## config.mk

```make
export PLATFORM = sky130hd
export DESIGN_NAME = mmio_bus_bridge_flat
export DESIGN_NICKNAME = d
export VERILOG_FILES = /design/src/rtl/mmio_bus_bridge_if.sv /design/src/rtl/mmio_bus_bridge.sv /design/src/flat_wrapper.sv
export SDC_FILE = /design/constraint.sdc
export NUM_CORES = 1
export LEC_CHECK = 0
export ABC_AREA = 1
export CAP_MARGIN = 15
export CORE_ASPECT_RATIO = 0.8
export CORE_MARGIN = 4
export CORE_UTILIZATION = 45
export CTS_CLUSTER_SIZE = 28
export DETAILED_ROUTE_END_ITERATION = 8
export GPL_TIMING_DRIVEN = 0
export PLACE_DENSITY = 0.84
export REMOVE_ABC_BUFFERS = 1
export SLEW_MARGIN = 5
export SYNTH_ARGS = -nofsm -noshare
export SYNTH_HDL_FRONTEND = slang
export SYNTH_SLANG_ARGS = --single-unit
```

## constraint.sdc

```tcl
create_clock -name CLK -period 4.5 [get_ports CLK]
set_clock_uncertainty 0.05 [all_clocks]
set_input_delay 0.45 -clock CLK [delete_from_list [all_inputs] [get_ports CLK]]
set_output_delay 0.45 -clock CLK [all_outputs]
set_load 0.005 [all_outputs]
```

## src/rtl/mmio_bus_bridge_if.sv

```systemverilog
// rtl/mmio_bus_bridge_if.sv - core data port and memory port bundle for the MMIO bridge
interface mmio_bus_bridge_if;
    logic        coreRead;
    logic        coreWrite;
    logic [31:0] coreAddr;
    logic [31:0] coreDataIn;
    logic [31:0] coreDataOut;
    logic        memRead;
    logic        memWrite;
    logic [31:0] memAddr;
    logic [31:0] memDataIn;
    logic [31:0] memDataOut;

    // Bridge side: consumes core requests, drives memory requests.
    modport slave (
        input  coreRead, coreWrite, coreAddr, coreDataIn, memDataOut,
        output coreDataOut, memRead, memWrite, memAddr, memDataIn
    );

    // Environment side: the core plus the RAM.
    modport master (
        output coreRead, coreWrite, coreAddr, coreDataIn, memDataOut,
        input  coreDataOut, memRead, memWrite, memAddr, memDataIn
    );
endinterface

```

## src/rtl/mmio_bus_bridge.sv

```systemverilog
// rtl/mmio_bus_bridge.sv - routes core data accesses to RAM or LED/cycle/UART MMIO registers
module mmio_bus_bridge #(
    parameter int unsigned  BAUD_DIV  = 868,
    parameter logic [15:0]  MMIO_BASE = 16'hFFFF
) (
    input  logic              CLK,
    input  logic              RES,
    mmio_bus_bridge_if.slave  bus,
    output logic [31:0]       led,
    output logic              uart_tx
);
    typedef enum logic [1:0] {IDLE, START, DATA, STOP} uart_state_t;

    localparam logic [15:0] BAUD_LAST  = 16'(BAUD_DIV - 1);
    localparam logic [13:0] SEL_LED    = 14'd0;
    localparam logic [13:0] SEL_CYCLE  = 14'd1;
    localparam logic [13:0] SEL_TXDATA = 14'd2;
    localparam logic [13:0] SEL_STATUS = 14'd3;

    logic        mmio;
    logic [13:0] sel;
    logic        wr_led, wr_cycle, wr_tx, wr_status;
    logic        busy, tx_accept, tx_drop;
    logic [31:0] cycle_cnt;
    logic        ovf;
    logic [31:0] mmio_rdata;

    uart_state_t state, state_next;
    logic [15:0] baud_cnt, baud_next;
    logic [2:0]  bit_idx, bit_next;
    logic [7:0]  tx_data, data_next;
    logic        tx_next;

    assign mmio = (bus.coreAddr[31:16] == MMIO_BASE);
    assign sel  = bus.coreAddr[15:2];

    // RAM side is pure wiring so RAM traffic sees no added latency.
    assign bus.memAddr   = bus.coreAddr;
    assign bus.memDataIn = bus.coreDataIn;
    assign bus.memRead   = bus.coreRead  & ~mmio;
    assign bus.memWrite  = bus.coreWrite & ~mmio;

    assign wr_led    = bus.coreWrite & mmio & (sel == SEL_LED);
    assign wr_cycle  = bus.coreWrite & mmio & (sel == SEL_CYCLE);
    assign wr_tx     = bus.coreWrite & mmio & (sel == SEL_TXDATA);
    assign wr_status = bus.coreWrite & mmio & (sel == SEL_STATUS);

    assign busy      = (state != IDLE);
    assign tx_accept = wr_tx & ~busy;
    assign tx_drop   = wr_tx & busy;

    always_comb begin
        mmio_rdata = 32'd0;
        case (sel)
            SEL_LED:    mmio_rdata = led;
            SEL_CYCLE:  mmio_rdata = cycle_cnt;
            SEL_STATUS: mmio_rdata = {30'd0, ovf, busy};
            default:    mmio_rdata = 32'd0;
        endcase
    end

    assign bus.coreDataOut = mmio ? mmio_rdata : bus.memDataOut;

    always_ff @(posedge CLK) begin
        if (!RES) begin
            led       <= 32'd0;
            cycle_cnt <= 32'd0;
            ovf       <= 1'b0;
        end else begin
            if (wr_led)
                led <= bus.coreDataIn;
            if (wr_cycle)
                cycle_cnt <= bus.coreDataIn;
            else
                cycle_cnt <= cycle_cnt + 32'd1;
            // A dropped byte wins over a same-cycle clear.
            if (tx_drop)
                ovf <= 1'b1;
            else if (wr_status && bus.coreDataIn[1])
                ovf <= 1'b0;
        end
    end

    always_ff @(posedge CLK) begin
        if (!RES) begin
            state    <= IDLE;
            baud_cnt <= 16'd0;
            bit_idx  <= 3'd0;
            tx_data  <= 8'd0;
            uart_tx  <= 1'b1;
        end else begin
            state    <= state_next;
            baud_cnt <= baud_next;
            bit_idx  <= bit_next;
            tx_data  <= data_next;
            uart_tx  <= tx_next;
        end
    end

    // tx_next is the line level for the cycle after the edge, so each level
    // appears on uart_tx exactly when its state is entered.
    always_comb begin
        state_next = state;
        baud_next  = baud_cnt;
        bit_next   = bit_idx;
        data_next  = tx_data;
        tx_next    = uart_tx;
        case (state)
            IDLE: begin
                tx_next = 1'b1;
                if (tx_accept) begin
                    state_next = START;
                    baud_next  = 16'd0;
                    bit_next   = 3'd0;
                    data_next  = bus.coreDataIn[7:0];
                    tx_next    = 1'b0;
                end
            end
            START: begin
                if (baud_cnt == BAUD_LAST) begin
                    state_next = DATA;
                    baud_next  = 16'd0;
                    tx_next    = tx_data[0];
                end else begin
                    baud_next = baud_cnt + 16'd1;
                end
            end
            DATA: begin
                if (baud_cnt == BAUD_LAST) begin
                    baud_next = 16'd0;
                    if (bit_idx == 3'd7) begin
                        state_next = STOP;
                        tx_next    = 1'b1;
                    end else begin
                        bit_next = bit_idx + 3'd1;
                        tx_next  = tx_data[bit_idx + 3'd1];
                    end
                end else begin
                    baud_next = baud_cnt + 16'd1;
                end
            end
            STOP: begin
                tx_next = 1'b1;
                if (baud_cnt == BAUD_LAST) begin
                    state_next = IDLE;
                    baud_next  = 16'd0;
                end else begin
                    baud_next = baud_cnt + 16'd1;
                end
            end
            default: begin
                state_next = IDLE;
                tx_next    = 1'b1;
            end
        endcase
    end
endmodule

```

## src/flat_wrapper.sv

```systemverilog
// flat-port wrapper written by rule: the top's interface ports become plain ports
module mmio_bus_bridge_flat 
#(
    parameter int unsigned  BAUD_DIV  = 868,
    parameter logic [15:0]  MMIO_BASE = 16'hFFFF
)
  (CLK, RES, led, uart_tx, bus_coreRead, bus_coreWrite, bus_coreAddr, bus_coreDataIn, bus_memDataOut, bus_coreDataOut, bus_memRead, bus_memWrite, bus_memAddr, bus_memDataIn);
  mmio_bus_bridge_if bus_i ();
  input  logic CLK;
  input  logic RES;
  output logic [31:0] led;
  output logic uart_tx;
  input wire logic [$bits(bus_i.coreRead)-1:0] bus_coreRead;
  input wire logic [$bits(bus_i.coreWrite)-1:0] bus_coreWrite;
  input wire logic [$bits(bus_i.coreAddr)-1:0] bus_coreAddr;
  input wire logic [$bits(bus_i.coreDataIn)-1:0] bus_coreDataIn;
  input wire logic [$bits(bus_i.memDataOut)-1:0] bus_memDataOut;
  output wire logic [$bits(bus_i.coreDataOut)-1:0] bus_coreDataOut;
  output wire logic [$bits(bus_i.memRead)-1:0] bus_memRead;
  output wire logic [$bits(bus_i.memWrite)-1:0] bus_memWrite;
  output wire logic [$bits(bus_i.memAddr)-1:0] bus_memAddr;
  output wire logic [$bits(bus_i.memDataIn)-1:0] bus_memDataIn;
  assign bus_i.coreRead = bus_coreRead;
  assign bus_i.coreWrite = bus_coreWrite;
  assign bus_i.coreAddr = bus_coreAddr;
  assign bus_i.coreDataIn = bus_coreDataIn;
  assign bus_i.memDataOut = bus_memDataOut;
  assign bus_coreDataOut = bus_i.coreDataOut;
  assign bus_memRead = bus_i.memRead;
  assign bus_memWrite = bus_i.memWrite;
  assign bus_memAddr = bus_i.memAddr;
  assign bus_memDataIn = bus_i.memDataIn;
  mmio_bus_bridge #(.BAUD_DIV(BAUD_DIV), .MMIO_BASE(MMIO_BASE)) u_core (.CLK(CLK), .RES(RES), .bus(bus_i), .led(led), .uart_tx(uart_tx));
endmodule
```

==> impl_metrics.yaml, run 1 <==
run_status:
  outcome: "finished clean"
clock_tree:
  clkTransAtPathRegs_ns: 0.07
  clkLatencyLatePin_ns: 0.35
  cts_resized: 0
  cts_hold_buf: 0
  cts.sinks: 95
  clock_path_buffers: 2
  cts_tree: "yes"
  cts_root_buf: "clkbuf_16"
  cts-htree-levels: 3
  cts_buffers: 9
  post_cts_buffers: 0
global_routing:
  grt_first_pass_wirelength_um: 32400
  top_usage_layer: "met2"
  grt_overflow: 0
  grtUsageMet3_pct: 5.16
  grt_max_degree: 51
  gr-usage-met1_pct: 32.5
  antenna_found_initial: 0
  grt_pass1_vias: 6483
  grt_use_total_pct: 24.3
  use_met2_pct: 40.2
setup_path:
  crit_type: "in -> out"
  slowest_stage: "nor2_4"
  crit_chain: "clkdlybuf4s50_1 -> nor2_1 -> nand3_2 -> nor2_4 -> inv_4 -> nor2_4 -> nand2_1 -> o21ai_0 -> nand2_1 -> nand2_1 -> clkdlybuf4s50_1"
  cp.buffers_inverters: 3
  cp-end-kind: "output port"
  arrival_ns: 3.06
  critical_path.most_common_cell: "nand2_1"
  cp-start-kind: "input pin"
  crit_path_max_incr_delay_ns: 0.64
  critical_path_required_ns: 4.00
  crit_fanout: 33
  critPathTopFamily: "simple AND/OR/NAND/NOR gates"
timing:
  maxSlewHeadroom_pct: 44.3
  finalCriticalPeriod_ns: 3.56
  rsz0062_at_grt: "no"
  clock.fmax_ghz: 0.281
  period_share_pct: 79.1
  totalNegativeSetupSlack_ns: 0
  setup_viol: 0
  finalHoldViolations: 0
  slew_viol_final: 0
  worst_pin_slew_ns: 0.833
  holdWs_ns: 0.422
route:
  drt_wl_total_um: 20100
  drt_iter0_markers: 537
  vias: 6979
  wl_per_cell_um: 14.6
  ant_nets: 0
  drt-vias-per-instance: 5.08
  drtPass1Iterations: 7
  route.detailed.drc: 0
placement:
  dp_hpwl_um: 15200
  gp_congestion: 0.933
  port_buffers: 226
  dpl-instance-area_um2: 8310
final_layout:
  drive_gt1_share_pct: 3.85
  nets: 1298
  fillers: 1315
  diodes: 0
  syn2layout_area_growth_pct: 35.0
  fin_area_um2: 8670
pwr:
  power.switching_uw: 616
  clkPwrFrac_pct: 38.5
  ir_drop_v: 0.000205
  p_per_area_nw_per_um2: 256
  switching_share_pct: 27.8
  p_leak_nw: 3.37
  power.internal_mw: 1.60
  power_frac_comb_pct: 21.9
  seq_power_share_pct: 39.6
die:
  num_rows: 38
  die_h_um: 115
  start_util_pct: 46.7
  ios: 231
  coreArea_um2: 13700
  dieArea_um2: 16200
  die_width_um: 142
yosys:
  synth_edf_count: 0
  synthArstFlopShare_pct: 0
  ys.flop_type: "dfxtp_1"
  syn_inst: 1047
  synth_area_um2: 6420
  yosysSeqAreaShare_pct: 29.6
  syn_avg_cell_area_um2: 6.13
  ys_ff_latch: 95
  synth_cell_type_count: 36
  yosys_warnings: 0
min_path:
  worstHoldPathType: "in -> reg"
job:
  drv_cap: 0
## worst register-to-register path, stage by stage (launching register included)
cell	delay (ns)
dfxtp_1	0.36
ha_1	0.19
nand3_1	0.21
nor2_1	0.27
nand2_1	0.14
nor2_1	0.19
nand3_1	0.13
xor2_1	0.17
nor2_1	0.09
nor2_1	0.04
## per-stage QoR
step           util, %  total power [mW]  std cells  setup WS, ns
2_1_floorplan        -              1.10        948          1.07
3_3_place_gp      60.0              1.37       1354         -1.62
3_5_place_dp      60.5              1.37       1357         0.869
4_1_cts           62.9              2.22       1373         0.853
5_1_grt           63.1              2.31       1374         0.703
6_report          63.1              2.22       1374         0.943
## layout make-up
type / instances / area (um^2) / share of cell area [%]
flip-flops and latches: 95 / 1900 / 21.9
multi-input cells: 776 / 3570 / 41.3
repair buffers: 230 / 2340 / 27.0
well taps: 180 / 225 / 2.60
clock inverters: 6 / 91.3 / 1.05
inverters: 77 / 294 / 3.39
clock buffers: 10 / 239 / 2.76
## power groups by stage
stage | combinational, mW | sequential [mW] | clock (mW)
CTS | 0.483 | 0.877 | 0.857
floorplan | 0.211 | 0.892 | 0
global route | 0.540 | 0.880 | 0.894
global placement | 0.472 | 0.895 | 0
finish | 0.485 | 0.877 | 0.854
detailed placement | 0.478 | 0.896 | 0
## flip-flops by register name (all words and copies together) (netlist names)
signal,count
u_core.ovf,1
u_core.cycle_cnt,32
u_core.tx_data,8
u_core.bit_idx,3
u_core.baud_cnt,16
u_core.led,32
u_core.uart_tx,1
u_core.state,2
## synthesized netlist by cell type, types with 3 or more instances
library cell / instances / share of area (%)
nor2_4: 4 / 0.70
nand3_2: 4 / 0.62
nand2_1: 306 / 18
buf_6: 3 / 0.53
nand4_1: 20 / 1.9
a21oi_1: 33 / 2.6
inv_1: 72 / 4.2
nor3_1: 25 / 1.9
buf_2: 7 / 0.55
dfxtp_1: 95 / 30
xor2_1: 23 / 3.1
nand3_1: 40 / 3.1
nor2_1: 203 / 12
buf_4: 67 / 7.8
o21ai_0: 82 / 6.4
a22o_2: 5 / 0.78
ha_1: 9 / 1.8
o21ai_1: 6 / 0.47
clkbuf_1: 22 / 1.3
## placed cells by master (no fill, tap or decap), types with 4 or more instances in the layout
cell               n
clkdlybuf4s50_1  225
nand4_1           20
a21oi_1           33
nand3_1           40
nor2_1           202
dfxtp_1           95
nor2_4             5
xor2_1            23
o21ai_1            6
ha_1               9
o21ai_0           82
nand3_2            4
nor3_1            25
clkbuf_16          9
inv_1             72
a22o_2             5
nand2_1          306
## layer usage
| metal | share of wire, % | routed length, um |
|---|---|---|
| met5 | 0 | 0 |
| met4 | 1.5 | 303 |
| met3 | 7.5 | 1500 |
| met1 | 45 | 9090 |
| met2 | 46 | 9210 |
## kinds of logic (layout without fill, tap and decap cells)
family	after synthesis	after routing	synth area share, %
adders and majority gates	9	9	1.75
DFF	95	95	29.6
AOI/OAI and AO/OA	131	131	10.8
xor gates and xnor gates	24	24	3.28
buffers and inverters	176	323	14.8
and+or+nand+nor	612	612	39.7
## worst paths after layout
| path | endpoint | slack, ns | cells after the start | start |
|---|---|---|---|---|
| worst max-delay path | bus_coreDataOut[4] | 0.94 | 11 | bus_coreAddr[11] |
| worst min register to register | u_core.ovf | 0.45 | 2 | u_core.ovf |
| worst min-delay path | u_core.bit_idx[0] | 0.42 | 3 | RES |
| worst max register to register | u_core.cycle_cnt[22] | 2.56 | 9 | u_core.cycle_cnt[0] |
No activity file was read; power rests on OpenSTA's default activity.
==> run 2, diff against run 1 <==
==> constraint.sdc (replaced) <==
create_clock -name CLK -period 3.5 [get_ports CLK]
set_clock_uncertainty 0.05 [all_clocks]
set_input_delay 0.35 -clock CLK [delete_from_list [all_inputs] [get_ports CLK]]
set_output_delay 0.35 -clock CLK [all_outputs]
set_load 0.005 [all_outputs]
==> run 2 against run 1 <==
Worst setup slack worse by 0.70 ns. Die area stayed put. First-iteration DRC count is 8.2% lower. Global-route usage stayed put. Largest power group unchanged. Clock power is 29% higher. Hold slack worse by 0.098 ns. Cell count hardly changed. Largest cell class unchanged. Final area is 0.13% higher. Sequential cell count stayed put. Sequential power is 29% higher. Via count hardly changed.
==> impl_metrics.yaml, run 2 (same netlist as run 1, synthesis figures left out) <==
placement:
  port_buffers: 226
  dp_slack_ns: 0.0460
  dp_hpwl_um: 15200
  gp_congestion: 0.933
  dpl-instance-area_um2: 8310
  dp.cells: 1357
clock_tree:
  cts_root_buf: "clkbuf_16"
  cts-htree-levels: 3
  clkTransAtPathRegs_ns: 0.07
  cts_buffers: 9
  cts.sinks: 95
  clock_path_buffers: 2
  cts_tree: "yes"
  post_cts_buffers: 0
  clkLatencyLatePin_ns: 0.35
  cts_hold_buf: 0
timing:
  finalCriticalPeriod_ns: 3.26
  maxSlewHeadroom_pct: 45.2
  worst_pin_slew_ns: 0.820
  totalNegativeSetupSlack_ns: 0
  period_share_pct: 93.0
  holdWs_ns: 0.324
  setup_viol: 0
  finalWorstSetupSlack_ns: 0.244
  finalHoldViolations: 0
  clock.fmax_ghz: 0.307
  rsz0062_at_grt: "no"
  slew_viol_final: 0
final_layout:
  diodes: 0
  final_common_cell: "nand2_1"
  reg_top3: "u_core.cycle_cnt: 32 flops, u_core.led: 32 flops, u_core.baud_cnt: 16 flops"
  multiInputGateArea_um2: 3590
  drive_gt1_share_pct: 3.93
  final_util_pct: 63.1
  fillers: 1310
  nets: 1299
  final_cell_mix: "nand2_1, clkdlybuf4s50_1, nor2_1, dfxtp_1, o21ai_0"
  final-seq-area_um2: 1900
  fin_area_um2: 8680
  syn2layout_area_growth_pct: 35.2
  stdcell_count: 1375
global_routing:
  gr-usage-met1_pct: 32.5
  grt_overflow: 0
  use_met2_pct: 40.2
  grt_use_total_pct: 24.3
  top_usage_layer: "met2"
  grt_pass1_vias: 6483
  grt_max_degree: 51
  antenna_found_initial: 0
  grtUsageMet3_pct: 5.16
  grt_first_pass_wirelength_um: 32400
die:
  dieArea_um2: 16200
  ios: 231
  die_width_um: 142
  num_rows: 38
  coreArea_um2: 13700
  start_util_pct: 46.7
  die_h_um: 115
route:
  route.detailed.drc: 0
  drt_wl_total_um: 20400
  drt-vias-per-instance: 5.08
  wl_per_cell_um: 14.9
  vias: 6981
  ant_nets: 0
  drt_iter0_markers: 493
  drtPass1Iterations: 6
setup_path:
  arrival_ns: 2.86
  cp-end-kind: "output port"
  crit_fanout: 24
  crit_type: "in -> out"
  critical_path_required_ns: 3.10
  cp-start-kind: "input pin"
min_path:
  worstHoldPathType: "in -> reg"
pwr:
  p_per_area_nw_per_um2: 328
  p_leak_nw: 3.37
  p_total_mw: 2.85
  ir_drop_v: 0.000263
job:
  drv_cap: 0
run_status:
  outcome: "finished clean"
run 2: cell types whose count changed in the layout (fill, tap and decap cells not counted):
cell and change:
nor2_4 +1
run 2: where the power goes:
group | total, mW | leakage, nW | switching (mW) | internal (mW)
registers | 1.13 | 0.767 | 0.0219 | 1.11
logic | 0.625 | 2.44 | 0.324 | 0.300
clock network | 1.10 | 0.163 | 0.444 | 0.651
total | 2.85 | 3.37 | 0.791 | 2.06
run 2: cell type report:
cell class	count	area share [%]
Clock inverter	6	1.05
Sequential cell	95	21.9
Timing Repair Buffer	230	27.0
Inverter	77	3.39
Multi-Input combinational cell	777	41.3
Tap cell	180	2.60
Clock buffer	10	2.75
run 2: layer usage:
layer  wire length (um)  up-vias  part of all wire, %
met5                  0        -                    0
met4                324        0                  1.6
met3               1560       32                  7.6
met2               9380      255                   46
met1               9160     3128                   45
li1                   -     3566                    -
run 2: path summary, 6_finish.rpt:
| kind | slack [ns] | end | cells after the start | startpoint |
|---|---|---|---|---|
| min reg2reg | 0.45 | u_core.ovf | 2 | u_core.ovf |
| max | 0.24 | bus_coreDataOut[4] | 9 | bus_coreAddr[5] |
| min | 0.32 | u_core.bit_idx[0] | 3 | RES |
| max reg2reg | 1.56 | u_core.cycle_cnt[22] | 9 | u_core.cycle_cnt[0] |
run 2: repair_timing:
| item | in CTS | in global routing |
|---|---|---|
| endpoints found under the setup margin | 0 | 24 |
| gates resized for setup | 0 | 1 |
| hold endpoints to repair | 0 | 0 |
run 2: critical path, stage by stage:
cell and delay (ns):
clkdlybuf4s50_1 0.48, nor2_4 0.18, nand3_2 0.11, nor3_4 0.54, inv_4 0.24, o21ai_0 0.23
nand2_1 0.13, nand2_1 0.07, clkdlybuf4s50_1 0.50
==> run 3, diff against run 2 <==
--- a/config.mk
+++ b/config.mk
@@ -19,3 +19,4 @@
 export SYNTH_ARGS = -nofsm -noshare
 export SYNTH_HDL_FRONTEND = slang
 export SYNTH_SLANG_ARGS = --single-unit
+export TNS_END_PERCENT = 20
==> constraint.sdc (replaced) <==
create_clock -name CLK -period 3.7 [get_ports CLK]
set_clock_uncertainty 0.05 [all_clocks]
set_input_delay 0.37 -clock CLK [delete_from_list [all_inputs] [get_ports CLK]]
set_output_delay 0.37 -clock CLK [all_outputs]
set_load 0.005 [all_outputs]
==> results of run 3 <==
The final DEF is identical to that of run 1. Status: finished clean.
Among the figures that moved: setup slack after placement 0.869 ns -> 0.226 ns; setup slack after layout 0.943 ns -> 0.303 ns; hold slack 0.422 ns -> 0.342 ns; register-to-register setup slack 2.56 ns -> 1.76 ns; total power 2.22 mW -> 2.70 mW; worst IR drop on VDD 0.000205 V -> 0.000249 V
